===== config.mk =====
export PLATFORM = sky130hd
export DESIGN_NAME = psram_burst_arb
export DESIGN_NICKNAME = d
export VERILOG_FILES = /design/src/rtl/psram_burst_arb.sv
export SDC_FILE = /design/constraint.sdc
export NUM_CORES = 1
export LEC_CHECK = 0
export CELL_PAD_IN_SITES_DETAIL_PLACEMENT = 1
export CELL_PAD_IN_SITES_GLOBAL_PLACEMENT = 2
export CORE_ASPECT_RATIO = 0.7
export CORE_UTILIZATION = 14
export DETAILED_ROUTE_END_ITERATION = 7
export PLACE_DENSITY = 0.93
export SLEW_MARGIN = 40
export SYNTH_ARGS = -nofsm -noshare
export SYNTH_HDL_FRONTEND = slang
export SYNTH_SLANG_ARGS = --single-unit

===== constraint.sdc =====
create_clock -name I_dma_clk -period 2.03 [get_ports I_dma_clk]
set_input_delay 0.406 -clock I_dma_clk [delete_from_list [all_inputs] [get_ports I_dma_clk]]
set_output_delay 0.406 -clock I_dma_clk [all_outputs]
set_load 0.005 [all_outputs]

===== src/rtl/psram_burst_arb.sv =====
// psram_burst_arb
//   Arbitrates between one write-burst and one read-burst requester and
//   drives the PSRAM IP command interface. Bursts are BURST_BEATS words long.
//   After each burst a fixed gap of TCMD_GAP idle cycles is enforced.
//
// Ports
//   I_dma_clk, I_rst_n          : single clock, async active-low reset
//   init_done                   : PSRAM calibrated; arbitration only when high
//   I_wr_req/I_wr_addr/O_wr_gnt : write-burst request handshake
//   I_wr_data/O_wr_data_rd      : FWFT write FIFO data and pop (one per beat)
//   I_rd_req/I_rd_addr/O_rd_gnt : read-burst request handshake
//   O_rd_data/O_rd_data_vld     : read beats forwarded toward the read FIFO
//   O_wr_done/O_rd_done         : one-cycle burst-complete pulses
//   cmd/cmd_en/addr/wr_data/data_mask : PSRAM IP command side (cmd 1=write)
//   rd_data_valid/rd_data       : PSRAM IP read return
//   O_busy/O_rd_timeout         : burst in progress / sticky read timeout
module psram_burst_arb #(
   parameter int ADDR_WIDTH  = 21,
   parameter int DATA_WIDTH  = 64,
   parameter int BURST_BEATS = 32,
   parameter int TCMD_GAP    = 4,
   parameter int RD_TIMEOUT  = 255
) (
   input  logic                    I_dma_clk,
   input  logic                    I_rst_n,
   input  logic                    init_done,
   input  logic                    I_wr_req,
   input  logic [ADDR_WIDTH-1:0]   I_wr_addr,
   output logic                    O_wr_gnt,
   input  logic [DATA_WIDTH-1:0]   I_wr_data,
   output logic                    O_wr_data_rd,
   input  logic                    I_rd_req,
   input  logic [ADDR_WIDTH-1:0]   I_rd_addr,
   output logic                    O_rd_gnt,
   output logic [DATA_WIDTH-1:0]   O_rd_data,
   output logic                    O_rd_data_vld,
   output logic                    O_wr_done,
   output logic                    O_rd_done,
   output logic                    cmd,
   output logic                    cmd_en,
   output logic [ADDR_WIDTH-1:0]   addr,
   output logic [DATA_WIDTH-1:0]   wr_data,
   output logic [DATA_WIDTH/8-1:0] data_mask,
   input  logic                    rd_data_valid,
   input  logic [DATA_WIDTH-1:0]   rd_data,
   output logic                    O_busy,
   output logic                    O_rd_timeout
);

   localparam logic [2:0] S_IDLE    = 3'd0;
   localparam logic [2:0] S_WR_CMD  = 3'd1;
   localparam logic [2:0] S_WR_DATA = 3'd2;
   localparam logic [2:0] S_RD_CMD  = 3'd3;
   localparam logic [2:0] S_RD_WAIT = 3'd4;
   localparam logic [2:0] S_GAP     = 3'd5;

   localparam int BW = $clog2(BURST_BEATS + 1);
   localparam int TW = $clog2(RD_TIMEOUT + 1);
   localparam int GW = 4;

   logic [2:0]            state, state_nx;
   logic [ADDR_WIDTH-1:0] addr_q;
   logic                  last_rd;   // previous granted burst was a read
   logic [BW-1:0]         beat_cnt;
   logic [TW-1:0]         tmo_cnt;
   logic [GW-1:0]         gap_cnt;
   logic                  rd_tmo_q;

   logic arb_en, pick_rd, wr_last, rd_beat, rd_last, rd_expire;

   // Grants are combinational in IDLE; gating with I_rst_n keeps them quiet
   // while reset is held even if init_done and requests are already high.
   assign arb_en    = (state == S_IDLE) && init_done && I_rst_n;
   assign pick_rd   = I_rd_req && (!I_wr_req || !last_rd);
   assign O_rd_gnt  = arb_en && pick_rd;
   assign O_wr_gnt  = arb_en && I_wr_req && !pick_rd;

   // Write beat 0 is issued in WR_CMD, so WR_DATA ends at count BURST_BEATS-1.
   assign wr_last   = (state == S_WR_DATA) && (beat_cnt == BW'(BURST_BEATS - 1));
   assign rd_beat   = (state == S_RD_WAIT) && rd_data_valid;
   assign rd_last   = rd_beat && (beat_cnt == BW'(BURST_BEATS - 1));
   // A final beat landing on the timeout cycle still completes normally.
   assign rd_expire = (state == S_RD_WAIT) && !rd_last && (tmo_cnt == TW'(RD_TIMEOUT));

   assign cmd_en        = (state == S_WR_CMD) || (state == S_RD_CMD);
   assign cmd           = (state == S_WR_CMD);
   assign addr          = cmd_en ? addr_q : '0;
   assign O_wr_data_rd  = (state == S_WR_CMD) || (state == S_WR_DATA);
   assign wr_data       = O_wr_data_rd ? I_wr_data : '0;
   assign O_wr_done     = wr_last;
   assign O_rd_data_vld = rd_beat;
   assign O_rd_data     = rd_beat ? rd_data : '0;
   assign O_rd_done     = rd_last;
   assign data_mask     = '0;
   assign O_busy        = (state != S_IDLE);
   assign O_rd_timeout  = rd_tmo_q;

   always_comb begin
      state_nx = state;
      case (state)
         S_IDLE:    if (O_rd_gnt) state_nx = S_RD_CMD;
                    else if (O_wr_gnt) state_nx = S_WR_CMD;
         S_WR_CMD:  state_nx = S_WR_DATA;
         S_WR_DATA: if (wr_last) state_nx = S_GAP;
         S_RD_CMD:  state_nx = S_RD_WAIT;
         S_RD_WAIT: if (rd_last || rd_expire) state_nx = S_GAP;
         S_GAP:     if (gap_cnt == GW'(TCMD_GAP - 1)) state_nx = S_IDLE;
         default:   state_nx = S_IDLE;
      endcase
   end

   always_ff @(posedge I_dma_clk or negedge I_rst_n) begin
      if (!I_rst_n) begin
         state    <= S_IDLE;
         addr_q   <= '0;
         last_rd  <= 1'b0;
         beat_cnt <= '0;
         tmo_cnt  <= '0;
         gap_cnt  <= '0;
         rd_tmo_q <= 1'b0;
      end else begin
         state <= state_nx;
         if (O_rd_gnt) begin
            addr_q  <= I_rd_addr;
            last_rd <= 1'b1;
         end else if (O_wr_gnt) begin
            addr_q  <= I_wr_addr;
            last_rd <= 1'b0;
         end
         case (state)
            S_WR_CMD:  beat_cnt <= BW'(1);
            S_WR_DATA: beat_cnt <= beat_cnt + BW'(1);
            S_RD_CMD: begin
               // The RD_CMD cycle itself counts toward the timeout.
               beat_cnt <= '0;
               tmo_cnt  <= TW'(1);
            end
            S_RD_WAIT: begin
               if (rd_beat) beat_cnt <= beat_cnt + BW'(1);
               if (tmo_cnt != TW'(RD_TIMEOUT)) tmo_cnt <= tmo_cnt + TW'(1);
               if (rd_expire) rd_tmo_q <= 1'b1;
            end
            S_GAP:     gap_cnt <= (state_nx == S_IDLE) ? '0 : gap_cnt + GW'(1);
            default: ;
         endcase
      end
   end

endmodule


==> results.py, run 1 <==
metrics = {
    "run_status": {
        "outcome": "finished, violations left",
        "violations": "negative setup slack",
    },
    "synth": {
        "synth-seq-cells": 44,
        "synthesis.area_um2": 3340,
        "synth.avg_cell_area_um2": 8.09,
        "ys_async_sr_fraction_pct": 100,
        "synth_edf_count": 0,
        "synth.top_cells.by_area": "dfrtp_1 (33%), and2_1 (28%), mux2i_1 (7.2%)",
        "synthFlopType": "dfrtp_1",
        "ys_types": 45,
        "syn_inst": 413,
        "seq_area_frac_synth_pct": 33.0,
        "synth_top_area_cell": "dfrtp_1",
        "yosys_warnings": 0,
        "synth_top_area_share_pct": 33.0,
    },
    "pwr": {
        "power_density_nw_per_um2": 1120,
        "cellLeakagePower_uw": 0.00404,
        "power.switching_uw": 3350,
        "intPower_uw": 6270,
        "total_power_uw": 9620,
        "comb_power_share_pct": 75.3,
        "peakVddDrop_mv": 0.671,
        "pwr-share-seq_pct": 16.1,
        "swShare_pct": 34.8,
        "clock_power_share_pct": 8.7,
    },
    "timing": {
        "relSlewSlack_pct": 59.7,
        "drv_slew": 0,
        "fin_crit_ps": 2240,
        "setup_viol": 144,
        "worst_slew_pin_slew_ps": 604,
        "hold_viol": 0,
        "finalCritPeriodShare_pct": 110,
        "fmax_mhz": 447,
        "fin_hold_ws_ps": 270,
        "rsz0062_at_grt": "yes",
        "setup_ws_ps": -207,
        "fin_skew_ps": 4.62,
        "fin_setup_tns_ps": -15140,
    },
    "die": {
        "core_um2": 23000,
        "fp.dieW_um": 187,
        "dieArea_um2": 24500,
        "num_io_pins": 343,
        "fp-row-count": 46,
        "start_util_pct": 14.5,
        "die_y_um": 131,
    },
    "critical_path": {
        "critical_path.max_fanout": 6,
        "crit_type": "reg -> out",
        "cp.required_ps": 1620,
        "cp-start-kind": "flip-flop",
        "critPathArrivalTime_ps": 1830,
        "end_kind": "output pin",
    },
    "grt": {
        "track_usage_pct": 16.7,
        "antenna_found_initial": 0,
        "grt_pass1_wl_mm": 31.5,
        "grt_remaining_overflow": 0,
        "grt_pass1_vias": 4815,
        "grt_max_degree": 45,
    },
    "worst_hold_path": {
        "hold_path.class": "in -> async",
    },
    "clock_network": {
        "path_clk_slew_ps": 60,
        "clock_tree.root_cell": "clkbuf_16",
        "cts.sinks": 44,
        "tritoncts": "done",
        "numCtsBuffers": 5,
        "clockBufferDepth": 2,
        "cts.htree.levels": 2,
        "clkLatencyLatePin_ps": 290,
    },
    "place": {
        "port_buffers": 334,
        "gp_congestion": 0.807,
        "place_area_um2": 7240,
        "hpwl_mm": 15.1,
    },
    "flow_run": {
        "cap_violations": 0,
    },
    "drt": {
        "ant_nets": 0,
        "drcViolationCount": 0,
        "drt_iter0_drc": 137,
        "routed_wl_mm": 21.7,
        "via_count": 4533,
        "viasPerCell": 4.04,
        "drt_pass1_iterations": 6,
        "wl_per_cell_um": 19.3,
    },
    "finish": {
        "nets": 988,
        "layout-drive-gt1-share_pct": 46.2,
        "seqCellArea_um2": 1100,
        "synthToLayoutAreaGrowth_pct": 158,
        "utilization_pct": 37.4,
        "n_fill_cell": 2583,
        "multi_input_area_um2": 2460,
        "antenna_cells": 0,
        "design_area_um2": 8620,
    },
}
-- cells in the final DEF, fill, tap and decap left out, types with 3 or more instances in the layout --
cell type        count
xnor2_1              3
dfrtp_1             42
clkdlybuf4s50_1    176
buf_12               7
and2_1              36
and2_4             115
o21ai_0              5
a32oi_1              3
o31ai_1              3
mux2i_1             24
nor2_1              28
clkbuf_16            8
nand4_1              3
buf_2               24
dlygate4sd2_1        6
buf_8                8
buf_16              11
nand2_1             15
o211ai_1             5
conb_1               8
inv_1               11
buf_4               37
clkdlybuf4s15_2      9
nand3_1              5
clkbuf_2             4
buf_6              132
a21oi_1             28
-- worst max-delay path, stage by stage (launching register included) --
cell and delay (ps):
dfrtp_2 450, buf_6 140, nand4bb_4 220, inv_2 100, buf_6 120, buf_8 140, clkbuf_16 150, and2_4 140
buf_6 80
-- stage by stage --
step,setup WS [ps],cells
2_1_floorplan,158,420
3_3_place_gp,-477,1064
3_5_place_dp,-480,1064
4_1_cts,-323,1117
5_1_grt,-258,1122
6_report,-207,1122
-- synthesized netlist by cell type, drive strengths merged (4+ instances only) --
cell type / n
o21ai: 5
dfrtp: 44
inv: 13
buf: 13
o211ai: 5
a21oi: 28
and2: 152
nor2: 30
xnor2: 4
nand2: 15
mux2i: 24
nand3: 6
clkbuf: 23
-- logic make-up after synthesis --
kind of cell | count (synthesis) | share of synthesized area, %
other cells | 1 | 0.112
mux | 24 | 7.19
simple gates | 226 | 39.3
compound gates | 62 | 11.7
xor+xnor | 4 | 1.05
flops | 44 | 33.0
fa+ha+maj | 3 | 1.12
buf+inv | 49 | 6.55
-- worst paths after layout --
path | startpoint | end | slack [ps] | cells past startpoint
worst min-delay path | I_rst_n | addr_q[4] | 270 | 2
worst max register to register | state[1] | tmo_cnt[5] | 50 | 6
worst min register to register | O_rd_timeout | O_rd_timeout | 480 | 1
max in group asynchronous | I_rst_n | state[1] | 1320 | 2
worst max-delay path | state[0] | O_rd_data[53] | -210 | 8
min in group I_dma_clk | O_rd_timeout | O_rd_timeout | 480 | 1
-- what timing repair did --
item,CTS,global route
setup buffers,35,11
hold buffers,0,0
resized for setup,713,190
pin swaps,34,80
gates cloned,12,3
setup endpoints to repair,158,161
-- area by class of cell --
cell class | count | area share (%)
Sequential cell | 44 | 12.8
Clock buffer | 8 | 1.70
Timing Repair Buffer | 418 | 51.8
Multi-Input combinational cell | 327 | 28.6
Inverter | 13 | 0.566
Tap cell | 312 | 4.53
-- state kept, by name, indices dropped and copies added (netlist names) --
name	cells
addr_q	21
beat_cnt	6
last_rd	1
O_rd_timeout	1
state	3
tmo_cnt	8
gap_cnt	4
-- per-layer routing --
layer	vias up	track usage, %	share of wire (%)
li1	2145	-	-
met1	2219	21.2	43
met2	146	30.1	51
met3	23	2.43	4.6
met4	0	3.01	1.6
met5	-	0	0
-- power groups by stage --
stage / Clock, uW / Combinational [uW] / Sequential (uW)
floorplan: 0 / 1770 / 1480
global placement: 0 / 4440 / 1510
detailed placement: 0 / 4540 / 1540
CTS: 865 / 6660 / 1540
global route: 899 / 7680 / 1600
finish: 834 / 7240 / 1550
(Power assumes the default switching activity.)
==> run 2, diff against run 1 <==
--- a/config.mk
+++ b/config.mk
@@ -5,6 +5,7 @@
 export SDC_FILE = /design/constraint.sdc
 export NUM_CORES = 1
 export LEC_CHECK = 0
+export CAP_MARGIN = 20
 export CELL_PAD_IN_SITES_DETAIL_PLACEMENT = 1
 export CELL_PAD_IN_SITES_GLOBAL_PLACEMENT = 2
 export CORE_ASPECT_RATIO = 0.7
==> results of run 2 <==
Same layout as run 1: the final DEF is identical, and so are final timing and power.
==> run 3, diff against run 2 <==
--- a/config.mk
+++ b/config.mk
@@ -10,6 +10,7 @@
 export CELL_PAD_IN_SITES_GLOBAL_PLACEMENT = 2
 export CORE_ASPECT_RATIO = 0.7
 export CORE_UTILIZATION = 14
+export CTS_CLUSTER_SIZE = 16
 export DETAILED_ROUTE_END_ITERATION = 7
 export PLACE_DENSITY = 0.93
 export SLEW_MARGIN = 40
==> results of run 3 <==
Same layout as run 1: the final DEF is identical, and so are final timing and power.
